<file path="config.mk">
export PLATFORM = sky130hd
export DESIGN_NAME = mem_access_unit
export DESIGN_NICKNAME = d
export VERILOG_FILES = /design/src/rtl/mem_access_unit.sv
export SDC_FILE = /design/constraint.sdc
export NUM_CORES = 1
export LEC_CHECK = 0
export BUFFER_PORTS_ARGS = -buffer_cell sky130_fd_sc_hd__clkbuf_2
export CELL_PAD_IN_SITES_DETAIL_PLACEMENT = 1
export CELL_PAD_IN_SITES_GLOBAL_PLACEMENT = 2
export CORE_MARGIN = 2
export CORE_UTILIZATION = 27
export CTS_CLUSTER_DIAMETER = 100
export CTS_CLUSTER_SIZE = 30
export DETAILED_ROUTE_END_ITERATION = 12
export HOLD_SLACK_MARGIN = 0.06
export PLACE_DENSITY_LB_ADDON = 0.15
export SETUP_SLACK_MARGIN = 0.5
export SLEW_MARGIN = 5
export SYNTH_ARGS = -nofsm -noshare
export SYNTH_HDL_FRONTEND = slang
export SYNTH_SLANG_ARGS = --single-unit
export TNS_END_PERCENT = 1
</file>
<file path="constraint.sdc">
create_clock -name clk -period 1.7 [get_ports clk]
set_input_delay 0.17 -clock clk [delete_from_list [all_inputs] [get_ports clk]]
set_output_delay 0.17 -clock clk [all_outputs]
set_load 0.005 [all_outputs]
</file>
<file path="src/rtl/mem_access_unit.sv">
// Load/store sequencer between the execute stage and the 32 x 8 data memory.
// It runs one request at a time, pulses memRead/memWrite for one cycle, and returns data plus an error flag.
module mem_access_unit #(
    parameter int ADDR_W    = 8,
    parameter int DATA_W    = 8,
    parameter int MEM_DEPTH = 32
) (
    input  logic              clk,
    input  logic              rst,
    input  logic              req_valid,
    output logic              req_ready,
    input  logic              req_we,
    input  logic [ADDR_W-1:0] req_addr,
    input  logic [DATA_W-1:0] req_wdata,
    output logic              resp_valid,
    input  logic              resp_ready,
    output logic [DATA_W-1:0] resp_rdata,
    output logic              resp_err,
    output logic [ADDR_W-1:0] mem_address,
    output logic [DATA_W-1:0] mem_write_data,
    output logic              mem_read,
    output logic              mem_write,
    input  logic [DATA_W-1:0] mem_read_data,
    output logic [7:0]        err_count
);

    typedef enum logic [1:0] {
        IDLE,
        READ,
        WRITE,
        RESP
    } state_t;

    state_t state;

    // The limit is one bit wider than the address so that MEM_DEPTH == 2**ADDR_W does not wrap to zero.
    localparam logic [ADDR_W:0] DEPTH_LIM = (ADDR_W+1)'(MEM_DEPTH);

    logic addr_ok;
    assign addr_ok   = ({1'b0, req_addr} < DEPTH_LIM);
    assign req_ready = (state == IDLE);

    always_ff @(posedge clk or posedge rst) begin
        if (rst) begin
            state          <= IDLE;
            resp_valid     <= 1'b0;
            resp_rdata     <= '0;
            resp_err       <= 1'b0;
            mem_address    <= '0;
            mem_write_data <= '0;
            mem_read       <= 1'b0;
            mem_write      <= 1'b0;
            err_count      <= '0;
        end else begin
            case (state)
                IDLE: begin
                    if (req_valid) begin
                        if (!addr_ok) begin
                            resp_err   <= 1'b1;
                            resp_rdata <= '0;
                            resp_valid <= 1'b1;
                            if (err_count != '1) begin
                                err_count <= err_count + 8'd1;
                            end
                            state <= RESP;
                        end else begin
                            mem_address <= req_addr;
                            if (req_we) begin
                                mem_write_data <= req_wdata;
                                mem_write      <= 1'b1;
                                state          <= WRITE;
                            end else begin
                                mem_read <= 1'b1;
                                state    <= READ;
                            end
                        end
                    end
                end
                READ: begin
                    mem_read   <= 1'b0;
                    resp_rdata <= mem_read_data;
                    resp_err   <= 1'b0;
                    resp_valid <= 1'b1;
                    state      <= RESP;
                end
                WRITE: begin
                    mem_write  <= 1'b0;
                    resp_rdata <= '0;
                    resp_err   <= 1'b0;
                    resp_valid <= 1'b1;
                    state      <= RESP;
                end
                RESP: begin
                    if (resp_ready) begin
                        resp_valid <= 1'b0;
                        state      <= IDLE;
                    end
                end
                default: state <= IDLE;
            endcase
        end
    end

    // Memory strobes are single-cycle and mutually exclusive, and a pending response must stay stable.
    a_strobe_excl: assert property (@(posedge clk) disable iff (rst) !(mem_read && mem_write));
    a_read_pulse:  assert property (@(posedge clk) disable iff (rst) mem_read |=> !mem_read);
    a_write_pulse: assert property (@(posedge clk) disable iff (rst) mem_write |=> !mem_write);
    a_resp_hold:   assert property (@(posedge clk) disable iff (rst)
                       (resp_valid && !resp_ready) |=> (resp_valid && $stable(resp_rdata) && $stable(resp_err)));

endmodule

</file>
### Word level (Yosys, flattened, before mapping)

Index checks and enable logic that the tools add are counted.

* input port bits: 29
* word-level logic and storage cells: 58
* bits in registers: 38
* output and inout port bits: 37
* memory bits (writable): 0
* memories kept: 0
* memory bits (read-only): 0
* latch bits: 0

* equality and inequality tests: 10
* reduce and logical (&&, ||, !) cells: 15
* $lt $le $gt $ge: 1
* add/subtract/negate cells: 1
* bitwise gates (word level): 1
* shift operators: 0
* mux-type cells: 21
* multipliers: 0
* div/mod/pow operators: 0

Operator list (number)
* 8-bit one-hot mux with 3 select lines: 1
* 8-bit 2-to-1 mux: 2
* 4-bit AND reduction: 4
* 3-bit AND reduction: 4
* 1-bit 2-to-1 mux: 9
* 8-bit by 1-bit adder with 8-bit output (second input constant): 1
* 8-bit by 6-bit < comparator with 1-bit output (second input constant): 1
* 2-bit 2-to-1 mux: 4
* 2-bit inequality test (second input constant): 4
* 8-bit inequality test (second input constant): 1
* 1-bit one-hot mux with 2 select lines: 3
* 2-bit one-hot mux with 3 select lines: 1
* 2-bit nonzero test: 3
* 2-bit equality test (second input constant): 2
* 2-bit by 1-bit inequality test with 1-bit output (second input constant): 2
* 1-bit one-hot mux with 3 select lines: 1
* 3-bit nonzero test: 1
* 2-bit by 1-bit equality test with 1-bit output (second input constant): 1
* 2-bit logical NOT: 1
* 2-bit AND reduction: 1
* 2-bit OR reduction: 1
* 1-bit inverter: 1

### Logic depth before layout (Yosys ltp)

Gate-level depths: netlist of the first run.

* depth after elaboration: 4
* depth in mapped cells: 7
* depth with buffers taken out: 6

### Worst setup path before layout of the first run

OpenSTA, ideal clock, no wires.

* path kind: flip-flop to flip-flop
* start: reg state[0]
* end: reg err_count[7]
* cell stages (with the launch flop): 8
* path slack: -39 ps
* data arrival time: 1614 ps
* path buffers: 1
* data required time: 1575 ps
* cell sequence: dfrtp_1 -> inv_1 -> ha_1 -> buf_4 -> o311a_4 -> and3_4 -> nand3_2 -> mux2_4

* word-level cells in the longest chain between the ends: 2

Ends and longest elaborated chain
* start, declared: line 34 `state_t state;`
* start signal, assigned: line 45 `state <= IDLE;`
* start signal, assigned: line 65 `state <= RESP;`
* start signal, assigned: line 71 `state <= WRITE;`
* 2-bit logical NOT
* named net req_ready: line 11 `output logic req_ready,`
* 4-bit AND reduction (no line)
* end signal, assigned: line 63 `err_count <= err_count + 8'd1;`
* end, declared: line 24 `output logic [7:0] err_count`

The timed path passes the listed nets, and every way through them passes these cells.
A chain may end at the register's enable or synchronous reset.

### Worst setup path in the final report of the first run

* start: reg state[0]
* end: reg err_count[7]

* word-level cells in the longest chain between the ends: 2

Ends and longest elaborated chain
* 2-bit logical NOT: line 55 `case (state)`
* 4-bit AND reduction (no line)

No other way between the ends.

==> impl_metrics.toml, run 1 <==
[cts]
clockBufferDepth = 2
clkSinkCount = 38
clock_latency_ns = 0.29
cts_tree = "yes"
cts_made_buffers = 5
htreeDepth = 2
clkTransAtPathRegs_ns = 0.08
root_buffer = "clkbuf_8"

[min_path]
hold_depth = 2
whs_endpoint = "mem_write_data[1]$_DFFE_PP0P_"
hold_path_class = "in -> reg"
hp-start = "req_wdata[1]"

[logic_synthesis]
synth_seq_cells = 38
avgSynthCellArea_um2 = 11.7
synthCells = 148
synth_cell_type_count = 32
synth_flop_cell = "dfrtp_1"
synth_enable_flop_cells = 0
syn_area_um2 = 1730
synth_nets = 184
yosysWarningCount = 0
synth_seq_area_share_pct = 55.0
async_flop_share_pct = 100

[placement]
portBuffers = 65
dp_hpwl_mm = 3.35
place.gp.congestion = 0.852
place_inst = 294

[grt]
grt_overflow = 0
track_usage_pct = 13.5
antenna_found_initial = 0
grt_max_degree = 39
grt_first_pass_wirelength_mm = 7.61
grt_pass1_vias = 1553

[sta]
setup_viol = 0
slew_headroom_pct = 66.5
timing.setup.tns_ns = 0
hold_viol = 0
drv_slew = 0
tightestPinTransition_ns = 0.503
period_minus_slack_ns = 1.56
fin_skew_ns = 0.00556
rsz0062_at_grt = "yes"
max_freq_mhz = 640
finalCritPeriodShare_pct = 91.9

[die]
die_area_um2 = 7060
die_x_um = 84.0
die_h_um = 84.0
fp-row-count = 29
initial_utilization_pct = 27.5
io_pins = 66
design.core.area_um2 = 6280

[drt]
wirelength_mm = 4.50
firstDrtPassIters = 4
vias_per_cell = 4.55
drt_iter0_markers = 28
wl_per_cell_um = 14.7
vias = 1398
ant_nets = 0
drc_errors = 0

[cells_and_area]
layout.nets = 266
drive_above_1_share_pct = 50.4
diodes = 0
fin_cells = 307
syn_to_final_growth_pct = 38.3

[power]
intPower_mw = 2.45
p_leak_nw = 1.22
power_density_nw_per_um2 = 1550
p_seq_share_pct = 39.1
comb_power_share_pct = 39.6
power_switching_mw = 1.24
power_frac_clock_pct = 21.3
ir_drop_mv = 0.479
sw_frac_of_total_pct = 33.6

[critical_path]
required_ns = 1.87
timing.rr.end = "err_count[7]$_DFFE_PP0P_"
crit_fanout = 4
timing.rr.start = "state[0]$_DFFE_PP0P_"
r2r_cells = 6
crit_arrival_ns = 1.74
crit_path_end_kind = "register"
start_kind = "register"
r2r_slack_ns = 0.14
worstSetupPathType = "reg -> reg"

[flow_run]
cap_viol_max_count = 0

[status]
status = "completed"
-- critical path: stages, from the launching register on --
cell and delay [ns]:
dfrtp_1 0.40, inv_2 0.08, ha_4 0.16, o311a_4 0.22, and3_4 0.19, nand3_2 0.08, mux2_4 0.30
-- layout make-up --
class                           instances  area (um2)
Inverter                                8        30.0
Multi-Input combinational cell         98         764
Clock inverter                          1        30.0
Sequential cell                        38         951
Timing Repair Buffer                   79         437
Fill cell                             727        3890
Clock buffer                            6        82.6
Tap cell                               77        96.3
-- flip-flops by register name, summed over array words and instances (netlist names) --
signal          cells
resp_rdata          8
resp_valid          1
state               2
mem_write           1
mem_write_data      8
resp_err            1
err_count           8
mem_read            1
mem_address         8
-- cells by family (layout without fill, tap and decap cells) --
family / count (synthesis) / count (layout) / share of synthesized area (%)
AOI/OAI and AO/OA: 26 / 26 / 9.84
xor gates and xnor gates: 3 / 3 / 1.52
adders and majority gates: 7 / 7 / 5.06
buffers and inverters: 12 / 94 / 3.11
DFF: 38 / 38 / 55.0
muxes: 18 / 18 / 12.2
and+or+nand+nor: 44 / 44 / 13.3
-- synth_stat cells, types with 2 or more instances --
| master | instances | area [um2] |
|---|---|---|
| o21ai_0 | 13 | 65.1 |
| xor2_1 | 2 | 17.5 |
| a21oi_1 | 3 | 15.0 |
| nand2_1 | 22 | 82.6 |
| nand3_1 | 5 | 25.0 |
| nand2b_1 | 2 | 12.5 |
| nor2_1 | 4 | 15.0 |
| ha_1 | 7 | 87.6 |
| o22ai_1 | 3 | 18.8 |
| nor2b_1 | 4 | 25.0 |
| mux2_4 | 2 | 30.0 |
| mux2_2 | 16 | 180 |
| inv_1 | 8 | 30.0 |
| buf_4 | 2 | 15.0 |
| dfrtp_1 | 38 | 951 |
-- layer usage --
metal  routed length, um  global-route usage (%)
met1                1860                    16.1
met2                2400                    24.1
met3                 195                    3.46
met4                  40                    3.08
met5                   0                       0
-- how the worst max path moves through the flow --
stage,start,end,slack [ns],cells past startpoint
3_3_place_gp,state[1]$_DFFE_PP0P_,err_count[7]$_DFFE_PP0P_,0.11,6
6_report,state[0]$_DFFE_PP0P_,err_count[7]$_DFFE_PP0P_,0.14,6
3_5_place_dp,state[1]$_DFFE_PP0P_,err_count[7]$_DFFE_PP0P_,0.05,6
2_1_floorplan,state[1]$_DFFE_PP0P_,err_count[7]$_DFFE_PP0P_,0.06,7
4_1_cts,state[0]$_DFFE_PP0P_,resp_valid$_DFFE_PP0P_,0.16,6
5_1_grt,state[1]$_DFFE_PP0P_,err_count[7]$_DFFE_PP0P_,0.11,6
-- cells in the final DEF, fill, tap and decap left out, types with 4 or more instances in the layout --
master / count
clkbuf_2: 65
nand3_1: 4
nor2_1: 4
o21ai_0: 13
mux2_2: 16
nand2_1: 22
clkbuf_8: 6
inv_1: 5
dfrtp_1: 38
ha_1: 5
buf_4: 12
nor2b_1: 4
-- power groups by stage --
stage               combinational, mW  sequential (mW)  clock [mW]
floorplan                       0.703             1.48           0
global placement                 1.32             1.44           0
detailed placement               1.37             1.46           0
CTS                              1.44             1.44       0.824
global route                     1.66             1.50       0.858
finish                           1.46             1.45       0.787
-- metrics by stage --
stage                     utilization [%]  setup slack, ns  power (mW)  hold WS (ns)  area, um2
after floorplan                         -           0.0565        2.18         0.315       1750
after global placement               35.0            0.110        2.75         0.293       2200
after detailed placement             35.0           0.0462        2.83         0.317       2200
after CTS                            37.5            0.163        3.70        0.0971       2350
after global routing                 38.1            0.107        4.01         0.101       2390
final                                38.1            0.138        3.69         0.107       2390
-- what timing repair did --
item | 4_1_cts | 5_1_grt
resized for setup | 1 | 6
pin swaps | 2 | 1
endpoints found under the hold margin | 38 | 0
cloned | 0 | 0
hold buffers | 1 | 0
endpoints found under the setup margin | 39 | 39
setup buffers | 4 | 1
(Power assumes the default switching activity.)
==> run 2, diff against run 1 <==
CORE_ASPECT_RATIO = 1.2   (was default)
==> impl_metrics.toml, run 2 (synthesis results as in run 1) <==
[grt]
grt_first_pass_wirelength_mm = 7.47
grt_overflow = 0
grt_max_degree = 39
track_usage_pct = 13.3
grt_pass1_vias = 1505
antenna_found_initial = 0

[placement]
placed_area_um2 = 2210
place.gp.congestion = 0.747
place_inst = 299
place_ws_ns = 0.0567
dp_hpwl_mm = 3.43
portBuffers = 65

[power]
p_leak_nw = 1.22
power_density_nw_per_um2 = 1540
ir_drop_mv = 0.536
finalPower_mw = 3.69

[cts]
clkSinkCount = 38
clkTransAtPathRegs_ns = 0.08
htreeDepth = 2
clock_latency_ns = 0.29
cts_made_buffers = 5
cts_tree = "yes"
root_buffer = "clkbuf_8"
clockBufferDepth = 2

[sta]
fin_skew_ns = 0.00755
fin_ws_ns = 0.128
setup_viol = 0
hold_slack_ns = 0.112
period_minus_slack_ns = 1.57
finalCritPeriodShare_pct = 92.5
drv_slew = 0
tightestPinTransition_ns = 0.491
max_freq_mhz = 636
hold_viol = 0
slew_headroom_pct = 67.3
timing.setup.tns_ns = 0
rsz0062_at_grt = "yes"

[min_path]
whs_endpoint = "mem_write_data[1]$_DFFE_PP0P_"
hold_depth = 2
hp-start = "req_wdata[1]"
hold_path_class = "in -> reg"

[die]
die_h_um = 91.7
io_pins = 66
fp-row-count = 31
die_area_um2 = 7060
die_x_um = 77.1
initial_utilization_pct = 28.2
design.core.area_um2 = 6130

[critical_path]
crit_fanout = 6
critPathLaunch = "state[1]$_DFFE_PP0P_"
critPathBufInv = 1
worstSetupPathType = "reg -> reg"
crit_path_end_kind = "register"
path_cells = "inv_2 -> ha_4 -> o311a_4 -> and3_4 -> nand3_2 -> mux2_4"
critical_path.slowest_cell = "dfrtp_1"
timing.rr.start = "state[1]$_DFFE_PP0P_"
crit_arrival_ns = 1.75
start_kind = "register"
required_ns = 1.88
crit_path_max_incr_delay_ns = 0.40
r2r_slack_ns = 0.13
critical_path.top_delay_family = "flip-flops"
timing.rr.end = "err_count[7]$_DFFE_PP0P_"
r2r_cells = 6

[cells_and_area]
seq_area_um2 = 951
mostFrequentLayoutCell = "clkbuf_2"
syn_to_final_growth_pct = 38.4
fin_util_pct = 39.1
n_fill_cell = 726
layout.nets = 267
diodes = 0
drive_above_1_share_pct = 49.8
fin_cells = 313
multi_input_area_um2 = 757
final_cell_mix = "65 x clkbuf_2, 38 x dfrtp_1, 22 x nand2_1"
final_area_um2 = 2390

[drt]
wl_per_cell_um = 14.3
drc_errors = 0
drt_iter0_markers = 55
wirelength_mm = 4.48
vias_per_cell = 4.46
vias = 1396
firstDrtPassIters = 4
ant_nets = 0

[flow_run]
cap_viol_max_count = 0

[status]
status = "completed"
run 2: cell count changes in the layout (fill, tap and decap cells not counted), sizes merged:
cell,delta
buf,+1
run 2: worst max path at each step:
stage / depth (start not counted) / endpoint
2_1_floorplan: 7 / err_count[7]$_DFFE_PP0P_
3_3_place_gp: 6 / err_count[7]$_DFFE_PP0P_
3_5_place_dp: 6 / err_count[7]$_DFFE_PP0P_
4_1_cts: 6 / err_count[7]$_DFFE_PP0P_
5_1_grt: 6 / err_count[7]$_DFFE_PP0P_
6_report: 6 / err_count[7]$_DFFE_PP0P_
run 2: repair_timing:
| item | CTS | global route |
|---|---|---|
| pin swaps | 2 | 1 |
| hold buffers | 1 | 0 |
| hold endpoints to repair | 38 | 0 |
| resized for setup | 2 | 2 |
| setup buffers | 5 | 1 |
| endpoints found under the setup margin | 39 | 39 |
run 2: where the power goes:
group | switching (mW) | internal, mW | total, mW
Combinational | 0.731 | 0.751 | 1.48
Clock | 0.312 | 0.470 | 0.782
Sequential | 0.201 | 1.23 | 1.43
Total | 1.24 | 2.45 | 3.69
run 2: worst register-to-register path, cell delays in order, from the launching register on:
cell,delay (ns)
dfrtp_1,0.40
inv_2,0.08
ha_4,0.17
o311a_4,0.23
and3_4,0.19
nand3_2,0.08
mux2_4,0.30
run 2: final cells by class:
cell class,count,share of cell area [%]
clock buffers,6,3.45
multi-input cells,98,31.6
repair buffers,80,18.4
flip-flops and latches,38,39.7
clock inverters,1,1.25
well taps,82,4.29
inverters,8,1.25
run 2: per-layer routing:
metal | vias up | GRT usage, % | share of wire [%]
met5 | - | 0 | 0
met4 | 0 | 4.61 | 2.3
met2 | 42 | 24.3 | 54
li1 | 669 | - | -
met1 | 676 | 14.7 | 39
met3 | 9 | 3.84 | 5.2
